### src/rtl/fetch_hazard_controller.sv
// Fetch-stage sequencer: resolves load-use hazards, external holds and taken
// branches into Stall / PCsrc / inMux / IDEXBubble, with saturating perf counters.
module fetch_hazard_controller #(
  parameter int CNT_W = 16
) (
  input  logic             CLK,
  input  logic             RST,
  input  logic [4:0]       IDrs,
  input  logic [4:0]       IDrt,
  input  logic             IDusesRt,
  input  logic             EXMemRead,
  input  logic [4:0]       EXrt,
  input  logic             BranchTaken,
  input  logic [31:0]      BranchTarget,
  input  logic             HoldReq,
  output logic             Stall,
  output logic             PCsrc,
  output logic [31:0]      inMux,
  output logic             IDEXBubble,
  output logic [CNT_W-1:0] StallCount,
  output logic [CNT_W-1:0] FlushCount,
  output logic [1:0]       State
);

  typedef enum logic [1:0] {
    ST_RUN      = 2'd0,
    ST_LUSTALL  = 2'd1,
    ST_HOLD     = 2'd2,
    ST_REDIRECT = 2'd3
  } state_t;

  state_t           r_state;
  state_t           w_next;
  logic [CNT_W-1:0] r_stall_cnt;
  logic [CNT_W-1:0] r_flush_cnt;
  logic             w_luhit;
  logic             w_stall;
  logic             w_pcsrc;
  logic             w_bubble;
  logic [31:0]      w_inmux;

  assign w_luhit = EXMemRead && (EXrt != 5'd0) &&
                   ((EXrt == IDrs) || (IDusesRt && (EXrt == IDrt)));

  // Hazard only honoured from RUN: this caps a load-use stall at one cycle and
  // keeps the zeroed instruction after a redirect from raising a false hit.
  always_comb begin
    w_next   = ST_RUN;
    w_stall  = 1'b0;
    w_pcsrc  = 1'b0;
    w_bubble = 1'b0;
    w_inmux  = 32'd0;
    if (RST) begin
      w_next = ST_RUN;
    end else if (BranchTaken) begin
      w_pcsrc  = 1'b1;
      w_inmux  = BranchTarget;
      w_bubble = 1'b1;
      w_next   = ST_REDIRECT;
    end else if (HoldReq) begin
      w_stall  = 1'b1;
      w_bubble = 1'b1;
      w_next   = ST_HOLD;
    end else if (w_luhit && (r_state == ST_RUN)) begin
      w_stall  = 1'b1;
      w_bubble = 1'b1;
      w_next   = ST_LUSTALL;
    end
  end

  always_ff @(posedge CLK) begin
    if (RST) begin
      r_state     <= ST_RUN;
      r_stall_cnt <= '0;
      r_flush_cnt <= '0;
    end else begin
      r_state <= w_next;
      if (w_stall && (r_stall_cnt != {CNT_W{1'b1}}))
        r_stall_cnt <= r_stall_cnt + CNT_W'(1);
      if (w_pcsrc && (r_flush_cnt != {CNT_W{1'b1}}))
        r_flush_cnt <= r_flush_cnt + CNT_W'(1);
    end
  end

  // Every output reads as zero while reset is held.
  assign Stall      = w_stall;
  assign PCsrc      = w_pcsrc;
  assign inMux      = w_inmux;
  assign IDEXBubble = w_bubble;
  assign StallCount = RST ? '0 : r_stall_cnt;
  assign FlushCount = RST ? '0 : r_flush_cnt;
  assign State      = RST ? 2'd0 : r_state;

endmodule

### config.mk
export PLATFORM = sky130hd
export DESIGN_NAME = fetch_hazard_controller
export DESIGN_NICKNAME = d
export VERILOG_FILES = /design/src/rtl/fetch_hazard_controller.sv
export SDC_FILE = /design/constraint.sdc
export NUM_CORES = 1
export LEC_CHECK = 0
export BUFFER_PORTS_ARGS = -buffer_cell sky130_fd_sc_hd__clkbuf_2
export CORE_UTILIZATION = 38
export CTS_CLUSTER_SIZE = 8
export DETAILED_ROUTE_END_ITERATION = 10
export PLACE_DENSITY = 0.79
export SLEW_MARGIN = 5
export SYNTH_ARGS = -nofsm -noshare
export SYNTH_HDL_FRONTEND = slang
export SYNTH_SLANG_ARGS = --single-unit
### constraint.sdc
create_clock -name CLK -period 1.8 [get_ports CLK]
set_input_delay 0.36 -clock CLK [delete_from_list [all_inputs] [get_ports CLK]]
set_output_delay 0.36 -clock CLK [all_outputs]
set_load 0.005 [all_outputs]
==> qor.txt, run 1 <==
Status: finished with violations
Violated checks: setup timing
Post-placement cell area: 0.00316 mm2
Drt first-iter violations: 66
Global route total overflow: 0
Core area: 0.00554 mm2
Arr. time, crit path: 2040 ps
Commonest non-fill, non-tap cell in the layout: clkbuf_2
H-tree levels: 2
Least-Margin Pin Slew: 392 ps
Rel. slew slack: 73.9%
CTS tree: yes
Distinct cell type count after synthesis: 40
Worst hold start: HoldReq
Seq/Total Area, Yosys: 30.9%
Dpl ws: -343 ps
Final core utilization: 63.7%
PnR worst setup slack: -62.3 ps
Number of remaining DRC errors: 0
CTS buffer count: 5
Initial antenna violation count: 0
Origin of the critical flop-to-flop path: r_state[1]
First-pass GRT wire length: 9810 um
TritonRoute pass-1 iters: 4
Critical Path Start: EXrt[3]
Root Driver: clkbuf_8
Dpl cells: 491
Most frequent cells in the layout: 119 x clkbuf_2, 45 x buf_4, 33 x and2_1
Final Max Tran Viols: 0
Largest net degree at the start of global routing: 37
Io pins: 122
RSZ-0062 raised after global routing: yes
LEAKAGE: 1.64 nW
Synth Warn #: 0
Clk_lat worst skew: 290 ps
Tot Pwr: 0.00166 W
Synth Cell Area: 0.00220 mm2
Port Buffers: 121
DP Wirelength: 4840 um
Vias/cell: 4.75
Clock transition at path regs: 80 ps
Final setup fails: 11
Worst EP required: 1980 ps
Worst R2R Setup Slack: -60 ps
Clk sinks: 34
Fin area: 0.00353 mm2
Final hold violation count: 0
Maximum clock rate: 537 MHz
# rows: 27
Routed len/inst: 12.7 um
Setup crit start kind: input port
Critical path endpoint category: flip-flop
Crit Path Category: in -> reg
Mean Syn Cell Area: 8.11 um2
Starting Density: 39.8%
Gate Count Post-Synth: 272
Nets: 490
Mapped Nets: 327
Final Skew: 5.29 ps
Peak supply drop: 298 uV
Die footprint: 0.00611 mm2
ANT nets after route: 0
FF+latch count, synth: 34
DRT Wirelength: 6450 um
Maximum Capacitance Violations: 0
GPL Wtd Cong: 0.829
Fillers: 494
Min Clock Period, post-route: 1860 ps
Clk buf depth: 2
Number of synthesized flops with an enable pin: 0
Die Span Y: 78.2 um
Area growth syn-to-layout: 60.2%
Synth Flop Type: dfxtp_1
Via count: 2413
Antenna diodes: 0
All-Layer GR Usage: 20.1%
HP Class: in -> reg
Fin cells: 508
CP Max Fanout: 8
Proportion of layout cells with a drive suffix above 1: 54.8%
Crit share post-route: 103%
Ys async rst share: 0%
Die Wd: 78.2 um
Vias in the first global route: 2167
Pwr per Cell Area: 469 mW/mm2
==> through the flow <==
stage	setup TNS [ps]	hold slack (ps)
global route	-1510	457
detailed placement	-5130	500
finish	-208	449
CTS	-384	415
global placement	-3610	479
floorplan	-101	466
==> final cells by class <==
| class | count | area [um2] | area share, % |
|---|---|---|---|
| clock buffer | 6 | 82.6 | 2.34 |
| clock inverter | 2 | 12.5 | 0.354 |
| multi-input combinational | 212 | 1630 | 46.3 |
| inverter | 14 | 52.6 | 1.49 |
| sequential | 34 | 693 | 19.6 |
| tap | 72 | 90.1 | 2.55 |
| timing repair buffer | 168 | 966 | 27.4 |
==> cell usage after synthesis (all sizes together) (2+ instances only) <==
master | instances | share of area, %
nor2 | 37 | 6.3
dfxtp | 34 | 31
and2 | 33 | 9.4
nor2b | 25 | 7.1
mux2 | 18 | 9.4
xnor2 | 17 | 6.8
nand2 | 15 | 2.6
inv | 14 | 2.4
nand3 | 13 | 3.0
clkbuf | 10 | 1.7
nand4 | 9 | 2.6
nor3 | 7 | 2.3
a21oi | 6 | 1.5
o21ai | 6 | 1.4
nor4b | 3 | 1.9
or3 | 3 | 0.85
and3 | 2 | 0.57
and4 | 2 | 0.79
buf | 2 | 0.85
ha | 2 | 1.1
or4 | 2 | 0.68
==> worst max-delay path, stage by stage <==
cell and delay, ps:
clkbuf_2 130, nor2_2 60, a2111oi_4 450, buf_4 180
o221a_1 200, o21a_4 180, nand4_1 130, mux2_4 340
==> cells by family after synthesis <==
logic type      after synthesis  synth area share (%)
simple gates                156                  40.2
flops                        34                  30.9
mux                          19                  9.82
xor+xnor                     17                  6.75
compound gates               18                  6.30
buf+inv                      26                  4.94
fa+ha+maj                     2                  1.13
==> where the power goes <==
group          switching [W]  internal [W]  total, W  leakage [nW]
Combinational       0.000132      0.000156  0.000288          1.32
Sequential        0.00000955      0.000764  0.000773         0.279
Clock               0.000288      0.000307  0.000595        0.0472
==> flip-flops by register name (all words and copies together), names as in the netlist <==
register / cells
r_flush_cnt: 16
r_stall_cnt: 16
r_state: 2
==> worst paths after layout <==
| check | endpoint | cells after the start |
|---|---|---|
| worst min register to register | r_stall_cnt[15] | 2 |
| worst max register to register | r_stall_cnt[14] | 6 |
| worst min-delay path | r_state[1] | 3 |
| worst max-delay path | r_stall_cnt[14] | 8 |
==> per-layer routing <==
layer / global-route usage [%] / part of all wire [%]
met3: 4.42 / 4.7
met4: 5.19 / 0.42
met1: 26.1 / 46
met2: 33.4 / 49
met5: 0 / 0
==> repair_timing <==
item | 4_1_cts | 5_1_grt
setup buffers | 7 | 2
gates resized for setup | 29 | 27
setup endpoints to repair | 27 | 28
pin swaps | 21 | 21
hold buffers | 0 | 0
(Power assumes the default switching activity.)
==> run 2, diff against run 1 <==
--- a/config.mk
+++ b/config.mk
@@ -5,7 +5,7 @@
 export SDC_FILE = /design/constraint.sdc
 export NUM_CORES = 1
 export LEC_CHECK = 0
-export BUFFER_PORTS_ARGS = -buffer_cell sky130_fd_sc_hd__clkbuf_2
+export BUFFER_PORTS_ARGS = -buffer_cell sky130_fd_sc_hd__buf_2
 export CORE_UTILIZATION = 38
 export CTS_CLUSTER_SIZE = 8
 export DETAILED_ROUTE_END_ITERATION = 10
==> run 2 against run 1 <==
Against the previous run:
- sequential power is essentially flat
- die area is the same
- first-iteration DRC count grew 44%
- highest routed layer unchanged
- the flow still finishes with violations (setup timing)
==> qor.txt, run 2 (synthesis gave the netlist of run 1 again) <==
Levels on crit path: 8 (unchanged)
Sw frac: 25.2% (-0.74 points)
Worst path buffer plus inverter count: 3 (+1)
Final hold violation count: 0 (unchanged)
Final setup fails: 9 (-2)
Vias in the first global route: 2334 (+7.7%)
Dpl cells: 491 (unchanged)
Core area: 0.00554 mm2 (unchanged)
# rows: 27 (unchanged)
ANT nets after route: 0 (unchanged)
Commonest non-fill, non-tap cell in the layout: buf_2
CP Cell Sequence: buf_2 -> xnor2_1 -> nand4_1 -> o22ai_4 -> buf_4 -> nand2_1 -> a21oi_1 -> buf_2
Least-Margin Pin Slew: 421 ps (+29.4 ps)
Antenna diodes: 0 (unchanged)
Violated checks: setup timing
Most Used Layer, Global Route: met2
First-pass GRT wire length: 10200 um (+4.4%)
Io pins: 122 (unchanged)
Root Driver: clkbuf_8
CTS tree: yes
Initial antenna violation count: 0 (unchanged)
Arr. time, crit path: 1480 ps (-560 ps)
Clk sinks: 34 (unchanged)
Crit Path Category: in -> out
RSZ-0062 raised after global routing: yes
Die Span Y: 78.2 um (unchanged)
Total internal power: 0.00123 W (+0.56%)
GPL Wtd Cong: 0.808 (-2.5%)
R2R depth: 7 (+1)
All-Layer GR Usage: 20.9% (+0.83 points)
Worst EP required: 1440 ps (-540 ps)
Clk_lat worst skew: 280 ps (about the same)
Crit path max-delay cell type: o22ai_4
H-tree levels: 2 (unchanged)
Logic pwr share: 18.2% (+0.8 points)
Crit-path max cell delay: 180 ps (-270 ps)
Hold Path Depth: 3 (unchanged)
Via count: 2446 (+1.4%)
Met3 Track Usage GR: 4.42% (unchanged)
Most frequent CP cell: buf_2
Status: finished with violations
Sequential group share of total power: 46.9% (+0.2 points)
Vias/cell: 4.81 (+1.4%)
CTS buffer count: 5 (unchanged)
Setup crit start kind: input port
Final Skew: 5.87 ps (+0.585 ps)
LEAKAGE: 1.76 nW (+7.1%)
Pwr per Cell Area: 461 mW/mm2 (-1.7%)
Port Buffers: 121 (unchanged)
Maximum clock rate: 543 MHz (+1.1%)
CP Max Fanout: 3 (-5)
Final Max Tran Viols: 0 (unchanged)
Global route total overflow: 0 (unchanged)
Rel. slew slack: 71.9% (-2.0 points)
Number of remaining DRC errors: 0 (unchanged)
TritonRoute pass-1 iters: 4 (unchanged)
Critical path endpoint category: primary output
DP Wirelength: 4920 um (+1.6%)
Largest net degree at the start of global routing: 37 (unchanged)
Met2 Use GR: 35.2% (+1.8 points)
PnR worst setup slack: -42.3 ps (+20.0 ps)
Routed len/inst: 13.2 um (+3.8%)
Most frequent cells in the layout: 119 x buf_2, 46 x buf_4, 33 x and2_1
Die Wd: 78.2 um (unchanged)
Switching pwr: 0.000415 W (-3.3%)
Clock transition at path regs: 70 ps (about the same)
Fin cells: 508 (unchanged)
Crit share post-route: 102% (-1.1 points)
Drt first-iter violations: 95 (+44%)
Largest registers in the final layout: r_flush_cnt x16, r_stall_cnt x16, r_state x2
Area growth syn-to-layout: 62.2%
Maximum Capacitance Violations: 0 (unchanged)
CP top delay family: buffers and inverters
HP Class: in -> reg
Clk buf depth: 2 (unchanged)
Clock share of power: 34.9% (-1.0 points)
Proportion of layout cells with a drive suffix above 1: 54.8% (unchanged)
Min Clock Period, post-route: 1840 ps (-20.0 ps)
Starting Density: 39.8% (unchanged)
Nets: 490 (unchanged)
Die footprint: 0.00611 mm2 (unchanged)
Peak supply drop: 431 uV (+45%)
Routing usage on met1: 26.7% (+0.62 points)
Dpl ws: -346 ps (-3.67 ps)
DRT Wirelength: 6700 um (+3.8%)
run 2: cell types whose count changed in the layout (fill, tap and decap cells not counted), sizes merged:
cell	delta
buf	+119
clkbuf	-118
clkinvlp	-1
run 2: metrics by stage:
step                      setup TNS [ps]  utilization, %  total power, W  hold slack, ps  cell area [um2]
after floorplan                     -101               -        0.000913             466             2250
after global placement             -3320            57.0         0.00104             480             3160
after detailed placement           -4770            57.0         0.00105             505             3160
after CTS                           -349            61.2         0.00164             407             3390
after global routing               -1600            64.5         0.00172             446             3580
final                               -226            64.5         0.00165             452             3580
run 2: timing repair:
item,CTS,global route
pin swaps,20,24
setup endpoints to repair,25,31
buffers inserted,5,4
resized for setup,27,35
hold endpoints to repair,0,0
hold buffers,0,0
run 2: worst min-delay path: stages:
cell,delay [ps]
buf_2,170
nor2_1,90
nor2_1,70
run 2: final cells by class:
type,instances,area [um2]
repair buffers,168,975
clock buffers,7,86.3
inverters,14,52.6
well taps,72,90.1
clock inverters,1,5.00
multi-input cells,212,1680
fillers,478,1960
flip-flops and latches,34,692
run 2: final timing paths:
check	to	slack (ps)	from
worst max-delay path	IDEXBubble	-40	EXrt[1]
worst min-delay path	r_state[1]	450	HoldReq
worst max register to register	r_flush_cnt[5]	-30	r_flush_cnt[5]
worst min register to register	r_stall_cnt[15]	520	r_stall_cnt[15]
run 2: routing by layer:
| layer | routed length, um | vias up |
|---|---|---|
| met3 | 316 | 4 |
| li1 | - | 1238 |
| met5 | 0 | - |
| met4 | 51 | 0 |
| met2 | 3320 | 57 |
| met1 | 3010 | 1147 |
run 2: power groups by stage:
stage | logic (W) | clock network [W] | registers [W]
4_1_cts | 0.000283 | 0.000587 | 0.000773
2_1_floorplan | 0.000126 | 0 | 0.000786
5_1_grt | 0.000327 | 0.000621 | 0.000774
3_5_place_dp | 0.000266 | 0 | 0.000785
6_report | 0.000301 | 0.000575 | 0.000773
3_3_place_gp | 0.000257 | 0 | 0.000785
==> run 3, diff against run 2 <==
--- a/config.mk
+++ b/config.mk
@@ -10,6 +10,7 @@
 export CTS_CLUSTER_SIZE = 8
 export DETAILED_ROUTE_END_ITERATION = 10
 export PLACE_DENSITY = 0.79
+export SETUP_SLACK_MARGIN = 0.05
 export SLEW_MARGIN = 5
 export SYNTH_ARGS = -nofsm -noshare
 export SYNTH_HDL_FRONTEND = slang
==> run 3 against run 2 <==
Against the previous run:
- the flow still finishes with violations (setup timing)
- cell area increased by 5.1%
- via count is essentially flat
- core utilization is 3.3 points higher
- sequential share of layout area fell by 0.90 points
- sequential power is essentially flat
- die area unchanged
- final cell count is 1.2% higher
- combinational power up 16%
- critical path depth down 2
- clock-buffer cell count unchanged
- first-iteration DRC count rose by 4.2%
- critical endpoint is now r_stall_cnt[9]
- largest cell class unchanged
==> qor.txt, run 3 (synthesis gave the netlist of run 1 again) <==
Status: finished with violations
Violated checks: setup timing
RSZ-0062 raised after global routing: yes
Drt first-iter violations: 99 (+4.2%)
CTS buffer count: 5 (unchanged)
Root Driver: clkbuf_8
R2R depth: 6 (-1)
Clock transition at path regs: 70 ps (about the same)
Die Wd: 78.2 um (unchanged)
Fin area: 0.00376 mm2 (+5.1%)
Maximum clock rate: 536 MHz (-1.3%)
Core area: 0.00554 mm2 (unchanged)
HP Class: in -> reg
Area growth syn-to-layout: 70.4%
Tot Pwr: 0.00172 W (+4.0%)
Commonest non-fill, non-tap cell in the layout: buf_2
DP Wirelength: 4730 um (-3.8%)
First-pass GRT wire length: 10000 um (-1.9%)
Clk sinks: 34 (unchanged)
Fillers: 446 (-6.7%)
Port Buffers: 121 (unchanged)
Die Span Y: 78.2 um (unchanged)
All-Layer GR Usage: 20.3% (-0.59 points)
DRT Wirelength: 6910 um (+3.2%)
Vias in the first global route: 2284 (-2.1%)
Worst EP required: 2030 ps (+590 ps)
Maximum Capacitance Violations: 0 (unchanged)
Largest registers in the final layout: r_flush_cnt x16, r_stall_cnt x16, r_state x2
Initial antenna violation count: 0 (unchanged)
Hold Path Depth: 3 (unchanged)
Worst R2R Setup Slack: -70 ps (-40 ps)
GPL Wtd Cong: 0.801 (-0.94%)
Crit path max-delay cell type: or4_1
Die footprint: 0.00611 mm2 (unchanged)
Routed len/inst: 13.4 um (+2.0%)
CP Max Fanout: 7 (+4)
Levels on crit path: 6 (-2)
Setup_tns: -408 ps (-181 ps)
CP top delay family: simple AND/OR/NAND/NOR gates
TritonRoute pass-1 iters: 4 (unchanged)
CP Cell Sequence: and3_1 -> nand3_1 -> nor4b_4 -> a21oi_4 -> or4_1 -> nand2_1
Dpl ws: -310 ps (+36.0 ps)
LEAKAGE: 1.84 nW (+4.6%)
Min Clock Period, post-route: 1870 ps (+23.4 ps)
Least-Margin Pin Slew: 410 ps (-10.8 ps)
Pwr per Cell Area: 457 mW/mm2 (-0.98%)
Largest net degree at the start of global routing: 42 (+14%)
Starting Density: 39.8% (unchanged)
Final Max Tran Viols: 0 (unchanged)
Final setup fails: 11 (+2)
Final Skew: 2.95 ps (-2.92 ps)
Setup crit start kind: flip-flop
Peak supply drop: 320 uV (-26%)
ANT nets after route: 0 (unchanged)
Arr. time, crit path: 2100 ps (+620 ps)
Crit share post-route: 104% (+1.3 points)
PnR worst setup slack: -65.7 ps (-23.4 ps)
Vias/cell: 4.76 (-1.2%)
Via count: 2445 (-0.041%)
Crit-path max cell delay: 420 ps (+240 ps)
Critical path endpoint category: flip-flop
Crit Path Category: reg -> reg
Rel. slew slack: 72.6% (+0.78 points)
Final hold violation count: 0 (unchanged)
Proportion of layout cells with a drive suffix above 1: 58.4% (+3.6 points)
Register area: 693 um2 (+0.18%)
Post-placement cell area: 0.00319 mm2 (+1.1%)
Clk_lat worst skew: 290 ps (about the same)
Worst path buffer plus inverter count: 0 (-3)
H-tree levels: 2 (unchanged)
Antenna diodes: 0 (unchanged)
Hold_buf cts: 0 (unchanged)
# rows: 27 (unchanged)
Multi-input combinational cell area: 0.00177 mm2 (+5.4%)
Most frequent cells in the layout: 115 x buf_2, 50 x buf_4, 33 x and2_1
Clk buf depth: 2 (unchanged)
CTS tree: yes
Global route total overflow: 0 (unchanged)
Nets: 496 (+1.2%)
Io pins: 122 (unchanged)
Number of remaining DRC errors: 0 (unchanged)
## run 3: cell types whose count changed in the layout (fill, tap and decap cells not counted), sizes merged
| cell | previous run | this run |
|---|---|---|
| buf | 168 | 174 |
## run 3: report_power, final
part | leakage, nW | internal [W] | total (W) | switching, W
Clock | 0.0482 | 0.000309 | 0.000594 | 0.000286
Sequential | 0.279 | 0.000764 | 0.000773 | 0.00000889
Combinational | 1.52 | 0.000197 | 0.000349 | 0.000152
Total | 1.84 | 0.00127 | 0.00172 | 0.000447
## run 3: layout make-up
| class | count | area share (%) |
|---|---|---|
| Tap cell | 72 | 2.40 |
| Timing Repair Buffer | 174 | 28.3 |
| Clock inverter | 1 | 0.133 |
| Sequential cell | 34 | 18.4 |
| Multi-Input combinational cell | 212 | 47.0 |
| Clock buffer | 7 | 2.30 |
| Inverter | 14 | 1.40 |
## run 3: worst min-delay path: stages
cell    delay (ps)
buf_2          120
buf_4          170
nor2_1          50
## run 3: path summary, 6_finish.rpt
check                                startpoint              end
worst max-delay path             r_stall_cnt[3]   r_stall_cnt[9]
worst min-delay path                        RST   r_stall_cnt[1]
worst max register to register   r_stall_cnt[3]   r_stall_cnt[9]
worst min register to register  r_stall_cnt[15]  r_stall_cnt[15]
## run 3: through the flow
step / hold WS [ps] / util [%] / cells
6_report: 448 / 67.8 / 514
5_1_grt: 482 / 67.8 / 514
4_1_cts: 431 / 64.1 / 511
3_5_place_dp: 491 / 57.6 / 494
3_3_place_gp: 480 / 57.6 / 494
2_1_floorplan: 466 / - / 272
## run 3: timing repair
item | 4_1_cts | 5_1_grt
resized for setup | 44 | 42
setup buffers | 9 | 3
pin swaps | 30 | 23
endpoints found under the setup margin | 27 | 31
gates cloned | 0 | 0
## run 3: metal layers
metal	global-route usage [%]	wire length, um	vias to the layer above
li1	-	-	1252
met1	25.4	2900	1128
met2	34.6	3570	54
met3	3.49	337	11
met4	7.78	111	0
met5	0	0	-
